===== src/rtl/inv_key_schedule_pkg.sv =====
// Shared AES key-schedule definitions: round constants, FSM state type, and the
// word/byte helpers used by the inverse key schedule and the S-box.
package inv_key_schedule_pkg;

  localparam int NR    = 10;
  localparam int KEY_W = 128;

  typedef enum logic [1:0] {
    IDLE = 2'd0,
    LOAD = 2'd1,
    SUB  = 2'd2,
    COMB = 2'd3
  } ks_state_t;

  localparam logic [7:0] RCON [0:10] = '{8'h00, 8'h01, 8'h02, 8'h04, 8'h08, 8'h10,
                                         8'h20, 8'h40, 8'h80, 8'h1b, 8'h36};

  function automatic logic [7:0] rcon_of(input logic [3:0] r);
    logic [7:0] v;
    if (r <= 4'd10) v = RCON[r];
    else            v = 8'h00;
    return v;
  endfunction

  function automatic logic [31:0] rotword(input logic [31:0] w);
    return {w[23:0], w[31:24]};
  endfunction

  // Undo the chained XOR of words 1..3; word 0 still needs the SubWord/RCON term.
  function automatic logic [127:0] unmix_words(input logic [127:0] k);
    return {k[127:96],
            k[95:64] ^ k[127:96],
            k[63:32] ^ k[95:64],
            k[31:0]  ^ k[63:32]};
  endfunction

  function automatic logic [7:0] xtime(input logic [7:0] a);
    return {a[6:0], 1'b0} ^ (a[7] ? 8'h1b : 8'h00);
  endfunction

  function automatic logic [7:0] gmul(input logic [7:0] a, input logic [7:0] b);
    logic [7:0] p;
    logic [7:0] aa;
    p  = 8'h00;
    aa = a;
    for (int i = 0; i < 8; i++) begin
      if (b[i]) p = p ^ aa;
      else      p = p;
      aa = xtime(aa);
    end
    return p;
  endfunction

  // Multiplicative inverse as x^254; zero maps to zero naturally.
  function automatic logic [7:0] ginv(input logic [7:0] x);
    logic [7:0] x2, x3, x6, x12, x15, x30, x60, x120, x240, x252;
    x2   = gmul(x, x);
    x3   = gmul(x2, x);
    x6   = gmul(x3, x3);
    x12  = gmul(x6, x6);
    x15  = gmul(x12, x3);
    x30  = gmul(x15, x15);
    x60  = gmul(x30, x30);
    x120 = gmul(x60, x60);
    x240 = gmul(x120, x120);
    x252 = gmul(x240, x12);
    return gmul(x252, x2);
  endfunction

  function automatic logic [7:0] sbox_fwd(input logic [7:0] x);
    logic [7:0] b;
    b = ginv(x);
    return b ^ {b[6:0], b[7]} ^ {b[5:0], b[7:6]} ^ {b[4:0], b[7:5]} ^ {b[3:0], b[7:4]} ^ 8'h63;
  endfunction

endpackage


===== src/rtl/inv_key_schedule_subword.sv =====
// SubWord with a registered (1-cycle) S-box per byte; shared with the forward
// key expansion.
module sbox_sync
  import inv_key_schedule_pkg::*;
(
  input  logic       clk,
  input  logic       reset,
  input  logic       en,
  input  logic [7:0] din,
  output logic [7:0] dout
);

  // registered S-box lookup, updated only when enabled
  always_ff @(posedge clk) begin
    if (!reset)  dout <= 8'h00;
    else if (en) dout <= sbox_fwd(din);
    else         dout <= dout;
  end

endmodule

module subword_sync (
  input  logic        clk,
  input  logic        reset,
  input  logic        en,
  input  logic [31:0] din,
  output logic [31:0] dout
);

  for (genvar g = 0; g < 4; g++) begin : g_sbox
    sbox_sync u_sbox (
      .clk  (clk),
      .reset(reset),
      .en   (en),
      .din  (din[8*g +: 8]),
      .dout (dout[8*g +: 8])
    );
  end

endmodule


===== src/rtl/inv_key_schedule.sv =====
// Reverse AES-128 key schedule: loads rk10 and emits rk10..rk0, two cycles per step.
// Optional KEY_STORE_EN adds an 11-entry store of the emitted keys with a read port.
module inv_key_schedule
  import inv_key_schedule_pkg::*;
(
  input  logic             clk,
  input  logic             reset,
  input  logic             start,
  input  logic [KEY_W-1:0] lastkey,
  output logic [KEY_W-1:0] rkey,
  output logic [3:0]       round,
  output logic             rkey_valid,
  output logic             busy,
  output logic             done
`ifdef KEY_STORE_EN
  ,
  input  logic [3:0]       rd_idx,
  output logic [KEY_W-1:0] rd_key
`endif
);

  ks_state_t        state_r, next_state_s;
  logic [KEY_W-1:0] key_hold_r;
  logic [KEY_W-1:0] rkey_r;
  logic [3:0]       round_r;
  logic             valid_r, busy_r, done_r;

  logic             capture_s, load_s, step_s, sub_en_s;
  logic             valid_s, busy_s, done_s;
  logic [KEY_W-1:0] mixed_s, prev_key_s;
  logic [31:0]      sub_in_s, sub_out_s;

  assign mixed_s    = unmix_words(rkey_r);
  assign sub_in_s   = rotword(mixed_s[31:0]);
  assign prev_key_s = {mixed_s[127:96] ^ sub_out_s ^ {rcon_of(round_r), 24'h000000},
                       mixed_s[95:0]};

  subword_sync u_subword (
    .clk  (clk),
    .reset(reset),
    .en   (sub_en_s),
    .din  (sub_in_s),
    .dout (sub_out_s)
  );

  // next-state and per-cycle control decode
  always_comb begin
    next_state_s = state_r;
    capture_s    = 1'b0;
    load_s       = 1'b0;
    step_s       = 1'b0;
    sub_en_s     = 1'b0;
    valid_s      = 1'b0;
    busy_s       = 1'b0;
    done_s       = 1'b0;
    case (state_r)
      IDLE: begin
        if (start) begin
          next_state_s = LOAD;
          capture_s    = 1'b1;
          busy_s       = 1'b1;
        end else begin
          next_state_s = IDLE;
        end
      end
      LOAD: begin
        next_state_s = SUB;
        load_s       = 1'b1;
        valid_s      = 1'b1;
        busy_s       = 1'b1;
      end
      SUB: begin
        next_state_s = COMB;
        sub_en_s     = 1'b1;
        busy_s       = 1'b1;
      end
      COMB: begin
        step_s  = 1'b1;
        valid_s = 1'b1;
        // round_r is never below 1 here, so the step cannot wrap
        if (round_r == 4'd1) begin
          next_state_s = IDLE;
          done_s       = 1'b1;
        end else begin
          next_state_s = SUB;
          busy_s       = 1'b1;
        end
      end
      default: begin
        next_state_s = IDLE;
      end
    endcase
  end

  // state, key datapath and registered outputs
  always_ff @(posedge clk) begin
    if (!reset) begin
      state_r    <= IDLE;
      key_hold_r <= '0;
      rkey_r     <= '0;
      round_r    <= 4'd0;
      valid_r    <= 1'b0;
      busy_r     <= 1'b0;
      done_r     <= 1'b0;
    end else begin
      state_r <= next_state_s;
      valid_r <= valid_s;
      busy_r  <= busy_s;
      done_r  <= done_s;
      if (capture_s) key_hold_r <= lastkey;
      else           key_hold_r <= key_hold_r;
      if (load_s) begin
        rkey_r  <= key_hold_r;
        round_r <= 4'(NR);
      end else if (step_s) begin
        rkey_r  <= prev_key_s;
        round_r <= round_r - 4'd1;
      end else begin
        rkey_r  <= rkey_r;
        round_r <= round_r;
      end
    end
  end

  assign rkey       = rkey_r;
  assign round      = round_r;
  assign rkey_valid = valid_r;
  assign busy       = busy_r;
  assign done       = done_r;

`ifdef KEY_STORE_EN
  logic [KEY_W-1:0] store_r [0:10];
  logic             complete_r;

  // store each emitted key at its round index
  always_ff @(posedge clk) begin
    for (int i = 0; i <= NR; i++) begin
      if (reset && load_s && (i == NR))                         store_r[i] <= key_hold_r;
      else if (reset && step_s && (4'(i) == round_r - 4'd1))    store_r[i] <= prev_key_s;
      else                                                      store_r[i] <= store_r[i];
    end
  end

  // the store reads as zero until a full sequence has finished since reset
  always_ff @(posedge clk) begin
    if (!reset)      complete_r <= 1'b0;
    else if (done_s) complete_r <= 1'b1;
    else             complete_r <= complete_r;
  end

  // combinational read port
  always_comb begin
    rd_key = '0;
    if (complete_r && (rd_idx <= 4'(NR))) rd_key = store_r[rd_idx];
    else                                  rd_key = '0;
  end
`endif

endmodule


===== config.mk =====
export PLATFORM = sky130hd
export DESIGN_NAME = inv_key_schedule
export DESIGN_NICKNAME = d
export VERILOG_FILES = /design/src/rtl/inv_key_schedule_pkg.sv /design/src/rtl/inv_key_schedule_subword.sv /design/src/rtl/inv_key_schedule.sv
export SDC_FILE = /design/constraint.sdc
export NUM_CORES = 2
export LEC_CHECK = 0
export CORE_AREA = 5 5 389 391
export CTS_CLUSTER_SIZE = 14
export DETAILED_ROUTE_END_ITERATION = 10
export DIE_AREA = 0 0 394 396
export GPL_TIMING_DRIVEN = 1
export HOLD_SLACK_MARGIN = 0.1
export MAX_ROUTING_LAYER = met4
export PLACE_DENSITY = 0.58
export SYNTH_ARGS = -nofsm -noshare
export SYNTH_HDL_FRONTEND = slang
export SYNTH_HIERARCHICAL = 1
export SYNTH_SLANG_ARGS = --single-unit

===== constraint.sdc =====
create_clock -name clk -period 46.1 [get_ports clk]
set_clock_uncertainty 0.1 [all_clocks]
set_input_delay 6.915 -clock clk [delete_from_list [all_inputs] [get_ports clk]]
set_output_delay 6.915 -clock clk [all_outputs]
set_load 0.02 [all_outputs]

==> results_tabular.tex <==
\begin{tabular}{lr}
\hline
Metric & Value \\
\hline
\multicolumn{2}{l}{\textbf{Outcome}} \\
Result of the run & complete, no violations \\
\multicolumn{2}{l}{\textbf{Detailed routing}} \\
WL/cell & approximately 19 µm \\
First drt pass iteration count & 5 \\
Final wirelength & approximately 170000 µm \\
DRT antenna net count & 0 \\
DRC marker count from the first detailed-route iteration & roughly 3500 \\
Number of vias per cell & 5.43 \\
Number of DRC violations after detailed routing & 0 \\
Total via count in the routed design & 49091 \\
\multicolumn{2}{l}{\textbf{Setup path}} \\
Worst stage delay on the critical path & between 800 and 900 ps \\
Count of cells along the worst register-to-register path & 62 \\
Path type of the worst setup path & flip-flop to flip-flop \\
Cell type with the highest occurrence count on the critical path & sky130\_fd\_sc\_hd\_\_xnor3\_1 \\
Critical path peak fanout & 31 \\
Data required time of the critical path & about 46000 ps \\
Startpoint type of the worst setup path & flip-flop \\
Total number of cells along the worst setup path & 62 \\
Kind of cell with the highest combined delay on the critical path & XOR/XNOR gates \\
Worst Path Buf+Inv & 5 \\
Arrival time worst endpoint & around 23000 ps \\
Critical Path Slowest Stage Cell & sky130\_fd\_sc\_hd\_\_xor2\_1 \\
Worst R2R Setup Slack & 23320 ps \\
Endpoint type of the worst setup path & flip-flop \\
Crit path to & u\_subword/g\_sbox[2].u\_sbox/dout[0] \\
Worst flop-to-flop path startpoint & rkey[47] \\
Critical Path Start & rkey[47] \\
Reg-to-Reg End & u\_subword/g\_sbox[2].u\_sbox/dout[0] \\
\multicolumn{2}{l}{\textbf{Run}} \\
Maxcap violations & 0 \\
\multicolumn{2}{l}{\textbf{Global route}} \\
Maximum number of pins on one net before global-route repair & 176 \\
GRT Resource Usage Total & 21.1\% \\
Antenna violations before repair & 0 \\
Number of global-route vias before repair & 46630 \\
Overall overflow remaining after global route & 0 \\
Wire length of the first global-routing pass & 266000 µm \\
\multicolumn{2}{l}{\textbf{Floorplanning}} \\
Count of standard-cell rows & 141 \\
Die X-Extent & 394 µm \\
Starting density of the core & around two fifths \\
Die Outline Area & between 0.15 and 0.2 mm² \\
Vert. Die Dim & 396 µm \\
Number of top-level pins & 266 \\
Core Region & 0.147 mm² \\
\multicolumn{2}{l}{\textbf{Logic synthesis}} \\
Total standard cell area after synthesis & 0.0584 mm² \\
Synth Net Count & about 7300 \\
Top cells by area, synth & sky130\_fd\_sc\_hd\_\_xnor2\_1 17\%, sky130\_fd\_sc\_hd\_\_xnor3\_1 14\%, sky130\_fd\_sc\_hd\_\_dfxtp\_1 10\% \\
Synth async-reset ratio & 0\% \\
Count of distinct cell types in the synthesized netlist & a little over 100 \\
Fraction of synthesized cell area taken by the top area cell type & approximately 17\% \\
FF+latch count, synth & 297 \\
Number of synthesized flops with an enable pin & 0 \\
Cell taking the most area after synthesis & sky130\_fd\_sc\_hd\_\_xnor2\_1 \\
Top cells by count, synth & 1123 x sky130\_fd\_sc\_hd\_\_xnor2\_1, 1011 x sky130\_fd\_sc\_hd\_\_nand2\_1, 795 x sky130\_fd\_sc\_hd\_\_nor2\_1 \\
Number of standard cells after synthesis & 7104 \\
Primary FF master, synth & sky130\_fd\_sc\_hd\_\_dfxtp\_1 \\
Part of the Yosys area used for sequential elements & 10.2\% \\
Most frequent cell after synthesis & sky130\_fd\_sc\_hd\_\_xnor2\_1 \\
Post-synthesis area per instance & 8.22 µm² \\
Warnings from Yosys & 6 \\
\multicolumn{2}{l}{\textbf{Clocking}} \\
Post-CTS Repair Setup Buffers & 0 \\
Maximum clock insertion buffer count & 3 \\
Number of hold buffers added after cts & 0 \\
TritonCTS clock tree & yes \\
Clk Latency, worst-skew pair & 570 ps \\
H-tree depth & 2 \\
Post-CTS resize count & 0 \\
Number of CTS-inserted buffers & 34 \\
Cell at the root of the clock tree & sky130\_fd\_sc\_hd\_\_clkbuf\_16 \\
Total number of clock tree sinks & 297 \\
CTS clk-pin slew, worst paths & about 60 ps \\
\multicolumn{2}{l}{\textbf{Timing}} \\
Worst Max-Slew Pin Slew & 1450 ps \\
RSZ-0062 raised after global routing & no \\
Relative slew slack & 2.82\% \\
Min Clock Period, post-route & 22780 ps \\
Final critical-path share of the clock period & approximately half \\
Final sum of negative setup slack & 0 ps \\
Max Clock Freq & 0.0439 GHz \\
Final hold violations & 0 \\
Post-Route Hold Slack & 354 ps \\
Final max-slew violation count & 0 \\
Count of final setup violators & 0 \\
\multicolumn{2}{l}{\textbf{Placed design}} \\
Placer's final routability congestion estimate & 0.888 \\
Buffers added on ports & 265 \\
HPWL reported at the end of detailed placement & 124000 µm \\
\multicolumn{2}{l}{\textbf{Layout}} \\
Area growth syn-to-layout & 9.21\% \\
Layout Utilization & 43.3\% \\
Layout cells sized above 1 & under 10\% \\
Final net count & 7264 \\
\multicolumn{2}{l}{\textbf{Worst hold path}} \\
Path type of the worst min-delay path & flip-flop to flip-flop \\
\hline
\end{tabular}
[tightest hold or removal path: cells and delay by family (launching register included)]
kind | cells | cell delay, ps
AOI/OAI and AO/OA | 1 | 50
DFF | 1 | 300
and+or+nand+nor | 1 | 50
[cells in the final DEF, fill, tap and decap left out, types with 109 or more instances in the layout]
cell and n:
sky130_fd_sc_hd__xor2_1 382, sky130_fd_sc_hd__xnor3_1 352, sky130_fd_sc_hd__o21ai_0 151, sky130_fd_sc_hd__nor2_1 795, sky130_fd_sc_hd__mux2i_1 345, sky130_fd_sc_hd__buf_4 167
sky130_fd_sc_hd__clkdlybuf4s50_1 264, sky130_fd_sc_hd__nand2_1 1010, sky130_fd_sc_hd__nand3_1 109, sky130_fd_sc_hd__xnor2_1 1117, sky130_fd_sc_hd__dfxtp_1 297, sky130_fd_sc_hd__xnor2_2 126
sky130_fd_sc_hd__nor3_1 164, sky130_fd_sc_hd__a21oi_1 359
[worst min-delay path by stage]
stage | from | end | depth (start not counted)
after floorplan | key_hold_r[0] | key_hold_r[0] | 2
after global placement | key_hold_r[43] | key_hold_r[43] | 2
after detailed placement | key_hold_r[63] | key_hold_r[63] | 2
after CTS | key_hold_r[63] | key_hold_r[63] | 2
after global routing | key_hold_r[71] | key_hold_r[71] | 2
final | key_hold_r[109] | key_hold_r[109] | 2
[through the flow]
step	setup WS, ps	area [µm²]	instances
global placement	24070	62700	8989
finish	23320	63800	9049
global route	21770	63800	9048
detailed placement	23510	62700	8989
CTS	23420	63800	9048
floorplan	27870	58400	7104
[sequential cells by signal, indices dropped and copies added (netlist names)]
register / cells
key_hold_r: 128
rkey: 128
u_subword/g_sbox.u_sbox/dout: 32
round: 4
state_r: 2
busy: 1
done: 1
rkey_valid: 1
[metal layers]
| metal | part of all wire, % | vias up | track usage, % | wire length [µm] |
|---|---|---|---|---|
| met2 | 46 | 1290 | 33.6 | 76900 |
| met3 | 5.0 | 222 | 2.38 | 8470 |
| met4 | 2.5 | 0 | 4.74 | 4150 |
| met1 | 47 | 23502 | 29.0 | 79000 |
| met5 | 0 | - | - | 0 |
| li1 | - | 24077 | - | - |
[cell families (layout without fill, tap and decap cells)]
logic type | after synthesis | in the layout | synth area share [%]
flip-flops | 297 | 297 | 10.2
AO/OA/AOI/OAI | 1149 | 1149 | 13.6
other | 0 | 1 | 0
multiplexers | 393 | 393 | 6.84
AND/OR/NAND/NOR | 2524 | 2524 | 19.3
adder cells (fa/ha/maj) | 38 | 38 | 0.814
buffers and inverters | 574 | 588 | 4.71
XOR/XNOR | 2129 | 2129 | 44.6
[layout make-up]
class	instances	area, µm²
Multi-Input combinational cell	6233	50000
Timing Repair Buffer	432	3900
Clock inverter	12	148
Inverter	97	372
Antenna cell	1	2.50
Tap cell	1930	2410
Clock buffer	47	970
Fill cell	14586	83400
Sequential cell	297	5950
Power is left out: the tool's default activity adds up to more than one toggle a clock period on the data nets, which glitch-free logic cannot reach.
